<file path="config.mk">
export PLATFORM = sky130hd
export DESIGN_NAME = ram_protocol_monitor
export DESIGN_NICKNAME = d
export VERILOG_FILES = /design/src/rtl/ram_protocol_monitor.sv
export SDC_FILE = /design/constraint.sdc
export NUM_CORES = 1
export LEC_CHECK = 0
export BUFFER_PORTS_ARGS = -buffer_cell sky130_fd_sc_hd__buf_4
export CORE_MARGIN = 1
export CORE_UTILIZATION = 47
export DETAILED_ROUTE_END_ITERATION = 8
export PLACE_DENSITY = 0.73
export SETUP_SLACK_MARGIN = 0.15
export SLEW_MARGIN = 20
export SYNTH_ARGS = -nofsm -noshare
export SYNTH_HDL_FRONTEND = slang
export SYNTH_SLANG_ARGS = --single-unit
export TNS_END_PERCENT = 50
</file>
<file path="constraint.sdc">
create_clock -name clk -period 1.61 [get_ports clk]
set_clock_uncertainty 0.05 [all_clocks]
set_input_delay 0.0805 -clock clk [delete_from_list [all_inputs] [get_ports clk]]
set_output_delay 0.0805 -clock clk [all_outputs]
set_load 0.01 [all_outputs]
</file>
<file path="src/rtl/ram_protocol_monitor.sv">
// ram_protocol_monitor: watches the SPI-slave RAM command/response stream,
// tracks write/read sequencing and read latency, and reports sticky error
// flags, a saturating error count and the class of the first error.
// Build option: define RAM_MON_SVA_EN to add concurrent assertions/covers.
module ram_protocol_monitor #(
  parameter int unsigned ADDR_WIDTH = 8,
  parameter int unsigned DATA_WIDTH = 8,
  parameter int unsigned TX_TIMEOUT = 4,
  parameter int unsigned CNT_WIDTH  = 8
) (
  input  logic                  clk,
  input  logic                  rst,
  input  logic                  rx_valid,
  input  logic [ADDR_WIDTH+1:0] din,
  input  logic                  tx_valid,
  input  logic [DATA_WIDTH-1:0] dout,
  input  logic                  clr_err,
  output logic [4:0]            err_flags,
  output logic                  err_any,
  output logic [CNT_WIDTH-1:0]  err_count,
  output logic [2:0]            first_err,
  output logic                  first_err_vld,
  output logic [1:0]            mon_state
);

  localparam int unsigned NUM_ERR = 5;
  localparam int unsigned LAT_W   = 8;
  localparam logic [LAT_W-1:0] LAT_LAST = LAT_W'(TX_TIMEOUT - 1);

  // Error class bit positions
  localparam int unsigned E_SEQ_WR  = 0;
  localparam int unsigned E_SEQ_RD  = 1;
  localparam int unsigned E_TX_SPUR = 2;
  localparam int unsigned E_TX_TO   = 3;
  localparam int unsigned E_TX_WID  = 4;

  typedef enum logic [1:0] {
    ST_IDLE     = 2'd0,
    ST_WR_ARMED = 2'd1,
    ST_RD_ARMED = 2'd2,
    ST_RD_WAIT  = 2'd3
  } state_e;

  state_e               state_q, state_d;
  logic [LAT_W-1:0]     lat_q, lat_d;
  logic                 tx_q;
  logic [1:0]           cmd;
  logic                 lat_expired;
  logic [NUM_ERR-1:0]   err_vec;
  logic                 new_err;
  logic [2:0]           low_idx;
  logic [NUM_ERR-1:0]   flags_q, flags_d;
  logic [CNT_WIDTH-1:0] count_q, count_d, count_base;
  logic [2:0]           first_q, first_d;
  logic                 fvld_q, fvld_d;
  logic                 any_q;

  assign cmd         = din[ADDR_WIDTH+1:ADDR_WIDTH];
  assign lat_expired = (lat_q == LAT_LAST);

  // Where a command lands when decoded as if the FSM were idle
  function automatic state_e idle_next(input logic [1:0] c);
    unique case (c)
      2'b00:   return ST_WR_ARMED;
      2'b10:   return ST_RD_ARMED;
      default: return ST_IDLE;
    endcase
  endfunction

  // State, latency counter and previous-cycle tx_valid registers
  always_ff @(posedge clk or posedge rst) begin
    if (rst) begin
      state_q <= ST_IDLE;
      lat_q   <= '0;
      tx_q    <= 1'b0;
    end else begin
      state_q <= state_d;
      lat_q   <= lat_d;
      tx_q    <= tx_valid;
    end
  end

  // Next-state and read-latency counter
  always_comb begin
    state_d = state_q;
    lat_d   = lat_q;
    unique case (state_q)
      ST_IDLE: begin
        if (rx_valid) state_d = idle_next(cmd);
      end
      ST_WR_ARMED: begin
        if (rx_valid && cmd != 2'b00) state_d = idle_next(cmd);
      end
      ST_RD_ARMED: begin
        if (rx_valid) begin
          if (cmd == 2'b11) begin
            state_d = ST_RD_WAIT;
            lat_d   = '0;
          end else begin
            state_d = idle_next(cmd);
          end
        end
      end
      ST_RD_WAIT: begin
        if (tx_valid || lat_expired) begin
          state_d = ST_IDLE;
          lat_d   = '0;
        end else begin
          lat_d = lat_q + LAT_W'(1);
        end
      end
      default: state_d = ST_IDLE;
    endcase
  end

  // Per-cycle violation detection
  always_comb begin
    err_vec = '0;
    err_vec[E_TX_WID]  = tx_valid & tx_q;
    err_vec[E_TX_SPUR] = tx_valid & ~tx_q & (state_q != ST_RD_WAIT);
    err_vec[E_TX_TO]   = (state_q == ST_RD_WAIT) & ~tx_valid & lat_expired;
    if (rx_valid) begin
      unique case (state_q)
        ST_IDLE: begin
          err_vec[E_SEQ_WR] = (cmd == 2'b01);
          err_vec[E_SEQ_RD] = (cmd == 2'b11);
        end
        ST_WR_ARMED: err_vec[E_SEQ_WR] = cmd[1];
        ST_RD_ARMED: err_vec[E_SEQ_RD] = ~cmd[1];
        ST_RD_WAIT:  err_vec[E_SEQ_RD] = 1'b1;
        default:     err_vec = '0;
      endcase
    end
  end

  // Error status next values; a same-cycle error overrides clr_err
  always_comb begin
    new_err = |err_vec;
    low_idx = '0;
    for (int i = NUM_ERR - 1; i >= 0; i--) begin
      if (err_vec[i]) low_idx = 3'(i);
    end
    flags_d    = (clr_err ? '0 : flags_q) | err_vec;
    count_base = clr_err ? '0 : count_q;
    count_d    = count_base;
    if (new_err && (count_base != {CNT_WIDTH{1'b1}})) begin
      count_d = count_base + CNT_WIDTH'(1);
    end
    first_d = clr_err ? 3'd0 : first_q;
    fvld_d  = clr_err ? 1'b0 : fvld_q;
    if (new_err && !fvld_d) begin
      first_d = low_idx;
      fvld_d  = 1'b1;
    end
  end

  // Error status registers
  always_ff @(posedge clk or posedge rst) begin
    if (rst) begin
      flags_q <= '0;
      count_q <= '0;
      first_q <= '0;
      fvld_q  <= 1'b0;
      any_q   <= 1'b0;
    end else begin
      flags_q <= flags_d;
      count_q <= count_d;
      first_q <= first_d;
      fvld_q  <= fvld_d;
      any_q   <= |flags_d;
    end
  end

  assign err_flags     = flags_q;
  assign err_any       = any_q;
  assign err_count     = count_q;
  assign first_err     = first_q;
  assign first_err_vld = fvld_q;
  assign mon_state     = state_q;

  // Payload bits are not inspected by the monitor
  logic unused_payload;
  assign unused_payload = ^din[ADDR_WIDTH-1:0];

`ifdef RAM_MON_SVA_EN
  // One assertion and one cover per error class
  for (genvar g = 0; g < NUM_ERR; g++) begin : g_sva
    a_err: assert property (@(posedge clk) disable iff (rst) !err_vec[g])
      else $error("ram_protocol_monitor: error class %0d detected", g);
    c_err: cover property (@(posedge clk) disable iff (rst) err_vec[g]);
  end

  // Read data must hold while no response is being presented
  a_dout_stable: assert property (@(posedge clk) disable iff (rst)
      (!tx_valid && !$past(tx_valid)) |-> $stable(dout))
    else $error("ram_protocol_monitor: dout changed while tx_valid low");
`else
  logic unused_dout;
  assign unused_dout = ^dout;
`endif

endmodule

</file>
==> results_dict.tcl, run 1 <==
set metrics [dict create \
    fin_ws_ns -0.1128 \
    synth_top_area_cell "dfrtp_1" \
    die_w_um 60.69 \
    cts_buffers 5 \
    ant_nets 0 \
    setup_tns_ns -0.4754 \
    core_area_um2 3153 \
    vdd_drop_max_uv 792.2 \
    wl_per_cell_um 14.86 \
    period_share_pct 107.0 \
    hold_viol_final 0 \
    ys_seq_area_share_pct 44.82 \
    cts_htree_levels 2 \
    avgSynthCellArea_um2 9.872 \
    maxSlewHeadroom_pct 74.44 \
    layout_commonest_cell "buf_4" \
    swShare_pct 33.20 \
    rrSetupSlack_ns -0.11 \
    leakage_nw 1.097 \
    drv_cap 0 \
    final_net_count 256 \
    most-common-layout-cells "buf_4, dfrtp_1, nor2_1" \
    place_inst 254 \
    vias 1432 \
    antenna_found_initial 0 \
    synth-edff-count 0 \
    io_pins 43 \
    required_ns 1.78 \
    crit_path_start_kind "register" \
    drc_errors 0 \
    drt_pass1_iterations 5 \
    cts_buffer_depth 2 \
    async_flop_share_pct 100.0 \
    dieArea_um2 3683 \
    grt_pass1_vias 1445 \
    dp_hpwl_mm 2.840 \
    synth_area_um2 1619 \
    finalMaxSlewViolations 0 \
    yosys_warnings 0 \
    drtIter0Drc 41 \
    grt_pass1_wl_mm 6.603 \
    powerDensity_nw_per_um2 1018 \
    ys.flop_type "dfrtp_1" \
    status "finished with violations" \
    clkLatencyLatePin_ns 0.33 \
    worstSetupPathType "reg2reg" \
    cts_tree "yes" \
    gp_congestion 0.8211 \
    final_cell_count_no_fill 272 \
    intPower_w 0.001576 \
    drt_wl_total_mm 4.043 \
    synth_seq_cells 29 \
    p_switching_w 0.0007831 \
    synth_top_area_share_pct 44.82 \
    clkTransAtPathRegs_ns 0.10 \
    initial_core_util_pct 51.35 \
    synth.distinct_cells 45 \
    cts.sinks 29 \
    areaGrowthSynthToFinish_pct 43.04 \
    ys_top_cells_by_area "dfrtp_1, ha_1, nor2_1, xnor2_1, o21ai_0" \
    violations "setup timing" \
    max_freq_mhz 580.5 \
    drive_above_1_share_pct 40.35 \
    min_period_ns 1.723 \
    reg2regPathDepth 5 \
    grt_overflow 0 \
    p_clk_share_pct 22.2 \
    grtUsageTotal_pct 24.98 \
    worstSetupEndpointType "register" \
    cp_max_fo 5 \
    cts-root-buf "clkbuf_4" \
    p_comb_share_pct 39.0 \
    fp.dieH_um 60.69 \
    hold_depth 3 \
    cp.arrival_ns 1.90 \
    syn_nets 193 \
    drt-vias-per-instance 5.265 \
    syn-instance-count 164 \
    worst_slew_pin_slew_ns 0.3834 \
    hold_class "in2reg" \
    power_frac_seq_pct 38.8 \
    io_buffers 26 \
    rows 20 \
    setup-violations-final 10 \
    rsz0062_at_grt "yes" \
    grt_max_degree 30 \
    diodes 0 \
]
[state kept, by name, summed over array words and instances, names as in the netlist]
name	cells
first_err_vld	1
tx_q	1
err_any	1
err_count	8
mon_state	2
lat_q	8
err_flags	5
first_err	3
[final timing paths]
kind                         startpoint      endpoint
hold reg to reg            first_err[2]  first_err[2]
min in group asynchronous           rst  err_flags[4]
setup / recovery               lat_q[1]  err_count[1]
setup reg to reg               lat_q[1]  err_count[1]
hold / removal                 tx_valid  err_flags[2]
max in group asynchronous           rst  err_count[4]
[timing repair]
| action | in CTS | in global routing |
|---|---|---|
| endpoints found under the setup margin | 21 | 23 |
| endpoints found under the hold margin | 32 | 0 |
| resized for setup | 24 | 3 |
| buffers inserted | 5 | 1 |
| pin swaps | 16 | 7 |
| hold buffers | 4 | 0 |
[stage by stage]
step | total power [W] | hold slack, ns | util, % | cell area (um2) | setup slack [ns]
after floorplan | 0.001318 | 0.06193 | - | 1650 | -0.1146
after global placement | 0.001664 | 0.1257 | 65.36 | 2061 | -0.1316
after detailed placement | 0.001703 | 0.1357 | 65.36 | 2061 | -0.1918
after CTS | 0.002339 | 0.003559 | 73.10 | 2305 | -0.1297
after global routing | 0.002483 | 0.02120 | 73.45 | 2316 | -0.2159
final | 0.002359 | 0.01799 | 73.45 | 2316 | -0.1128
[Yosys cell counts (2+ instances only)]
library cell	instances
inv_1	12
nor2b_1	6
clkbuf_1	2
xor2_1	3
xnor2_1	7
mux2_2	2
nand3_1	7
ha_1	6
a21oi_1	3
nand2b_1	4
o21ai_0	12
nand4_1	3
nor3_1	2
dfrtp_1	29
mux2i_1	3
nor2_1	17
a32o_1	2
nand2_1	15
nand3b_1	3
[cell families after synthesis]
family                     count (synthesis)  share of synthesized area, %
DFF                                       29                         44.82
and+or+nand+nor                           66                         22.49
AOI/OAI and AO/OA                         33                         15.84
muxes                                      5                         3.246
xor gates and xnor gates                  10                         5.410
buffers and inverters                     15                         3.555
adders and majority gates                  6                         4.637
[area by class of cell]
type                    instances  area, um2
clock buffers                   7      65.06
clock inverters                 1      5.005
fillers                       251      837.1
inverters                      12      45.04
multi-input cells             120      963.4
flip-flops and latches         29      725.7
well taps                      44      55.05
repair buffers                 59      456.7
[metal layers]
layer  global-route usage (%)  routed length, um
met1                    31.34               1812
met2                    41.92               2056
met3                    7.463                129
met4                    7.143                 44
met5                        0                  0
[critical path, cell delays in order (launching register included)]
cell and delay [ns]:
dfrtp_1 0.37, ha_2 0.18, nor4b_4 0.26, a32oi_4 0.21, a21oi_4 0.23, mux2_4 0.32
[power by group through the flow]
stage | sequential [W] | combinational (W) | clock, W
CTS | 0.000913 | 0.000891 | 0.000535
detailed placement | 0.000922 | 0.000781 | 0
global placement | 0.000916 | 0.000748 | 0
finish | 0.000915 | 0.000919 | 0.000525
global route | 0.000929 | 0.000987 | 0.000566
floorplan | 0.000962 | 0.000356 | 0
Power figures use the tool's default switching activity.
==> inputs of run 2 (changes only) <==
- GPL_TIMING_DRIVEN: not set -> 0
==> results_dict.tcl, run 2 (synthesized netlist as in run 1, its figures left out) <==
set metrics [dict create \
    place_inst 234 \
    fin_ws_ns -0.1772 \
    io_buffers 26 \
    drt_pass1_iterations 4 \
    rsz0062_at_grt "yes" \
    finalMaxSlewViolations 0 \
    most-common-layout-cells "buf_4, dfrtp_1, nor2_1" \
    dp_hpwl_mm 2.510 \
    setup_tns_ns -2.089 \
    hold_viol_final 0 \
    violations "setup timing" \
    drive_above_1_share_pct 32.37 \
    setup-violations-final 19 \
    hold_class "in2reg" \
    drv_cap 0 \
    period_share_pct 111.0 \
    nFillCells 268 \
    vias 1338 \
    die_w_um 60.69 \
    final_net_count 236 \
    wl_per_cell_um 13.80 \
    cts_tree "yes" \
    grt_pass1_vias 1274 \
    grt_max_degree 30 \
    layout_commonest_cell "buf_4" \
    grtUsageTotal_pct 21.33 \
    clkTransAtPathRegs_ns 0.09 \
    final_cell_count_no_fill 251 \
    path_cells "ha_2 -> nor4b_4 -> a32oi_4 -> a21oi_4 -> mux2_4" \
    crit_path_max_incr_delay_ns 0.37 \
    antenna_found_initial 0 \
    min_period_ns 1.787 \
    drt-vias-per-instance 5.331 \
    leakage_nw 0.9659 \
    diodes 0 \
    drtIter0Drc 45 \
    cp_max_fo 5 \
    crit_path_start_kind "register" \
    cts_htree_levels 2 \
    vdd_drop_max_uv 610.8 \
    fp.dieH_um 60.69 \
    hold_depth 3 \
    drc_errors 0 \
    areaGrowthSynthToFinish_pct 28.75 \
    max_freq_mhz 559.5 \
    ant_nets 0 \
    core_area_um2 3153 \
    required_ns 1.77 \
    powerDensity_nw_per_um2 1006 \
    worstSetupPathType "reg2reg" \
    initial_core_util_pct 51.35 \
    cts-root-buf "clkbuf_4" \
    dieArea_um2 3683 \
    worst_slew_pin_slew_ns 0.5849 \
    cts.sinks 29 \
    gp_congestion 0.8213 \
    rrSetupSlack_ns -0.18 \
    grt_overflow 0 \
    maxSlewHeadroom_pct 60.95 \
    cp.arrival_ns 1.95 \
    clkLatencyLatePin_ns 0.32 \
    worstSetupEndpointType "register" \
    reg2regPathDepth 5 \
    drt_wl_total_mm 3.464 \
    io_pins 43 \
    cts_buffers 5 \
    cts_buffer_depth 2 \
    cp_slowest_cell "dfrtp_1" \
    grt_pass1_wl_mm 5.706 \
    status "finished with violations" \
    rows 20 \
]
[run 2: changes by cell type in the layout (fill, tap and decap cells not counted), moves of 2 or more]
cell,before,now
buf_4,54,34
o21ai_0,5,9
o21ai_1,5,2
clkbuf_1,0,2
nand3_1,5,7
[run 2: layer usage]
layer | share of wire (%) | vias to the layer above | global-route usage [%] | routed length [um]
li1 | - | 653 | - | -
met1 | 47 | 643 | 29.13 | 1615
met2 | 48 | 32 | 32.81 | 1652
met3 | 3.4 | 10 | 4.051 | 119
met4 | 2.2 | 0 | 10.06 | 76
met5 | 0 | - | 0 | 0
[run 2: report_power, final]
group	leakage (nW)	internal (W)	total [W]	switching (W)
sequential	0.379	0.000831	0.000932	0.000101
clock	0.0314	0.000206	0.000439	0.000234
combinational	0.555	0.000378	0.000725	0.000348
[run 2: worst max-delay path: cells and delay by family (launching register included)]
family,cells,cell delay (ns)
multiplexers,1,0.32
AND/OR/NAND/NOR,1,0.28
AO/OA/AOI/OAI,2,0.47
flip-flops,1,0.37
adder cells (fa/ha/maj),1,0.18
[run 2: through the flow]
| stage | setup WS, ns | utilization [%] | hold slack, ns | cell area, um2 | total power (W) |
|---|---|---|---|---|---|
| floorplan | -0.1146 | - | 0.06193 | 1650 | 0.001318 |
| global placement | -0.2709 | 60.28 | 0.2115 | 1901 | 0.001527 |
| finish | -0.1772 | 66.11 | 0.02151 | 2085 | 0.002097 |
| global route | -0.2835 | 66.11 | 0.05510 | 2085 | 0.002221 |
| detailed placement | -0.3156 | 60.28 | 0.2185 | 1901 | 0.001551 |
| CTS | -0.2159 | 64.84 | 0.002388 | 2044 | 0.002070 |
[run 2: what timing repair did]
action                                  CTS  global route
resized for setup                         8             8
hold buffers                              2             1
endpoints found under the hold margin     2            29
pin swaps                                12             7
endpoints found under the setup margin   20            25
gates cloned                              0             0
buffers inserted                          5             2
[run 2: layout make-up]
| class | instances | area [um2] | area share [%] |
|---|---|---|---|
| Multi-Input combinational cell | 120 | 909.6 | 43.64 |
| Sequential cell | 29 | 725.7 | 34.81 |
| Timing Repair Buffer | 36 | 277.8 | 13.33 |
| Clock buffer | 7 | 55.05 | 2.641 |
| Tap cell | 44 | 55.05 | 2.641 |
| Inverter | 12 | 45.04 | 2.161 |
| Buffer | 3 | 16.27 | 0.7803 |
[run 2: worst paths after layout]
| path | end | from |
|---|---|---|
| worst max register to register | err_count[1] | lat_q[0] |
| max in group asynchronous | mon_state[0] | rst |
| worst min register to register | first_err[2] | first_err[2] |
| min in group asynchronous | lat_q[0] | rst |
| worst max-delay path | err_count[1] | lat_q[0] |
| worst min-delay path | err_flags[2] | tx_valid |
==> inputs of run 3 (changes only) <==
==> constraint.sdc (replaced) <==
create_clock -name clk -period 1.61 [get_ports clk]
set_clock_uncertainty 0.05 [all_clocks]
set_input_delay 0.2415 -clock clk [delete_from_list [all_inputs] [get_ports clk]]
set_output_delay 0.2415 -clock clk [all_outputs]
set_load 0.01 [all_outputs]
==> results_dict.tcl, run 3 (synthesized netlist as in run 1, its figures left out) <==
set metrics [dict create \
    drt_wl_total_mm 3.454 \
    dieArea_um2 3683 \
    fp.dieH_um 60.69 \
    final_cell_count_no_fill 249 \
    crit_path_start_kind "register" \
    clkLatencyLatePin_ns 0.32 \
    max_freq_mhz 559.3 \
    r2r_start "lat_q[0]" \
    io_buffers 26 \
    place_inst 234 \
    fin_util_pct 65.48 \
    setup-violations-final 19 \
    cp_max_fo 5 \
    hold_class "in2reg" \
    maxSlewHeadroom_pct 60.80 \
    fin_ws_ns -0.1779 \
    wl_per_cell_um 13.87 \
    path_cells "ha_2 -> nor4b_4 -> a32oi_4 -> a21oi_4 -> mux2_4" \
    drt-vias-per-instance 5.341 \
    period_share_pct 111.0 \
    vdd_drop_max_uv 610.6 \
    grt_pass1_vias 1258 \
    grt_overflow 0 \
    cts_buffers 5 \
    powerDensity_nw_per_um2 1014 \
    dp_hpwl_mm 2.510 \
    setup.worst_path.start "lat_q[0]" \
    hold_slack_ns 0.05510 \
    worstSetupPathType "reg2reg" \
    crit_path_max_incr_delay_ns 0.37 \
    final_net_count 234 \
    cts_htree_levels 2 \
    cts.sinks 29 \
    pre_cts_ws_ns -0.3156 \
    leakage_nw 0.9575 \
    setup_tns_ns -2.123 \
    required_ns 1.77 \
    drt_pass1_iterations 4 \
    min_period_ns 1.788 \
    io_pins 43 \
    status "finished with violations" \
    worstSetupEndpointType "register" \
    areaGrowthSynthToFinish_pct 27.51 \
    cts_buffer_depth 2 \
    cp.arrival_ns 1.95 \
    drv_cap 0 \
    hold_viol_final 0 \
    clkTransAtPathRegs_ns 0.09 \
    violations "setup timing" \
    most-common-layout-cells "buf_4, dfrtp_1, nor2_1" \
    cts-root-buf "clkbuf_4" \
    rows 20 \
    cts_tree "yes" \
    drtIter0Drc 39 \
    drc_errors 0 \
    grt_pass1_wl_mm 5.651 \
    grt_max_degree 30 \
    grtUsageTotal_pct 21.15 \
    finalMaxSlewViolations 0 \
    min_from "tx_valid" \
    cp_slowest_cell "dfrtp_1" \
    diodes 0 \
    layout_commonest_cell "buf_4" \
    worst_slew_pin_slew_ns 0.5871 \
    drive_above_1_share_pct 32.68 \
    antenna_found_initial 0 \
    initial_core_util_pct 51.35 \
    ant_nets 0 \
    rsz0062_at_grt "yes" \
    die_w_um 60.69 \
    gp_congestion 0.8213 \
    core_area_um2 3153 \
    vias 1330 \
]
run 3: cell types whose count changed in the layout (fill, tap and decap cells not counted), sizes merged:
cell         previous run  this run
dlygate4sd3             3         1
run 3: power breakdown:
| group | internal (W) | leakage [nW] | switching [W] | total [W] |
|---|---|---|---|---|
| Sequential | 0.000831 | 0.379 | 0.000102 | 0.000933 |
| Clock | 0.000206 | 0.0314 | 0.000233 | 0.000439 |
| Combinational | 0.000374 | 0.547 | 0.000347 | 0.000721 |
| Total | 0.00141 | 0.958 | 0.000682 | 0.00209 |
run 3: worst paths after layout:
check / end / slack (ns) / depth (start not counted)
min in group asynchronous: lat_q[0] / 0.49 / 3
max: err_count[1] / -0.18 / 5
max reg2reg: err_count[1] / -0.18 / 5
min reg2reg: first_err[2] / 0.46 / 1
min: tx_q / 0.06 / 1
max in group asynchronous: mon_state[0] / 0.63 / 3
run 3: per-layer routing:
layer | GRT usage (%) | vias to the layer above | wire length, um
li1 | - | 650 | -
met5 | 0 | - | 0
met3 | 4.051 | 10 | 121
met2 | 32.34 | 34 | 1640
met1 | 29.00 | 636 | 1616
met4 | 10.06 | 0 | 76
run 3: timing repair:
| item | 4_1_cts | 5_1_grt |
|---|---|---|
| endpoints found under the setup margin | 20 | 25 |
| gates resized for setup | 8 | 8 |
| pin swaps | 12 | 7 |
| setup buffers | 5 | 2 |
| endpoints found under the hold margin | 0 | 17 |
| hold buffers | 0 | 1 |
run 3: metrics by stage:
stage	total power, W	area (um2)
after CTS	0.002066	2024
final	0.002093	2064
after global placement	0.001527	1901
after floorplan	0.001318	1650
after global routing	0.002217	2064
after detailed placement	0.001551	1901
run 3: layout make-up:
type / instances / area, um2
Fill cell: 271 / 1089
Timing Repair Buffer: 34 / 257.7
Clock buffer: 7 / 55.05
Sequential cell: 29 / 725.7
Inverter: 12 / 45.04
Tap cell: 44 / 55.05
Buffer: 3 / 16.27
Multi-Input combinational cell: 120 / 909.6
run 3: worst max-delay path: cells and delay by family (launching register included):
| family | cells | cell delay, ns |
|---|---|---|
| fa+ha+maj | 1 | 0.18 |
| simple gates | 1 | 0.28 |
| mux | 1 | 0.32 |
| compound gates | 2 | 0.47 |
| flops | 1 | 0.37 |
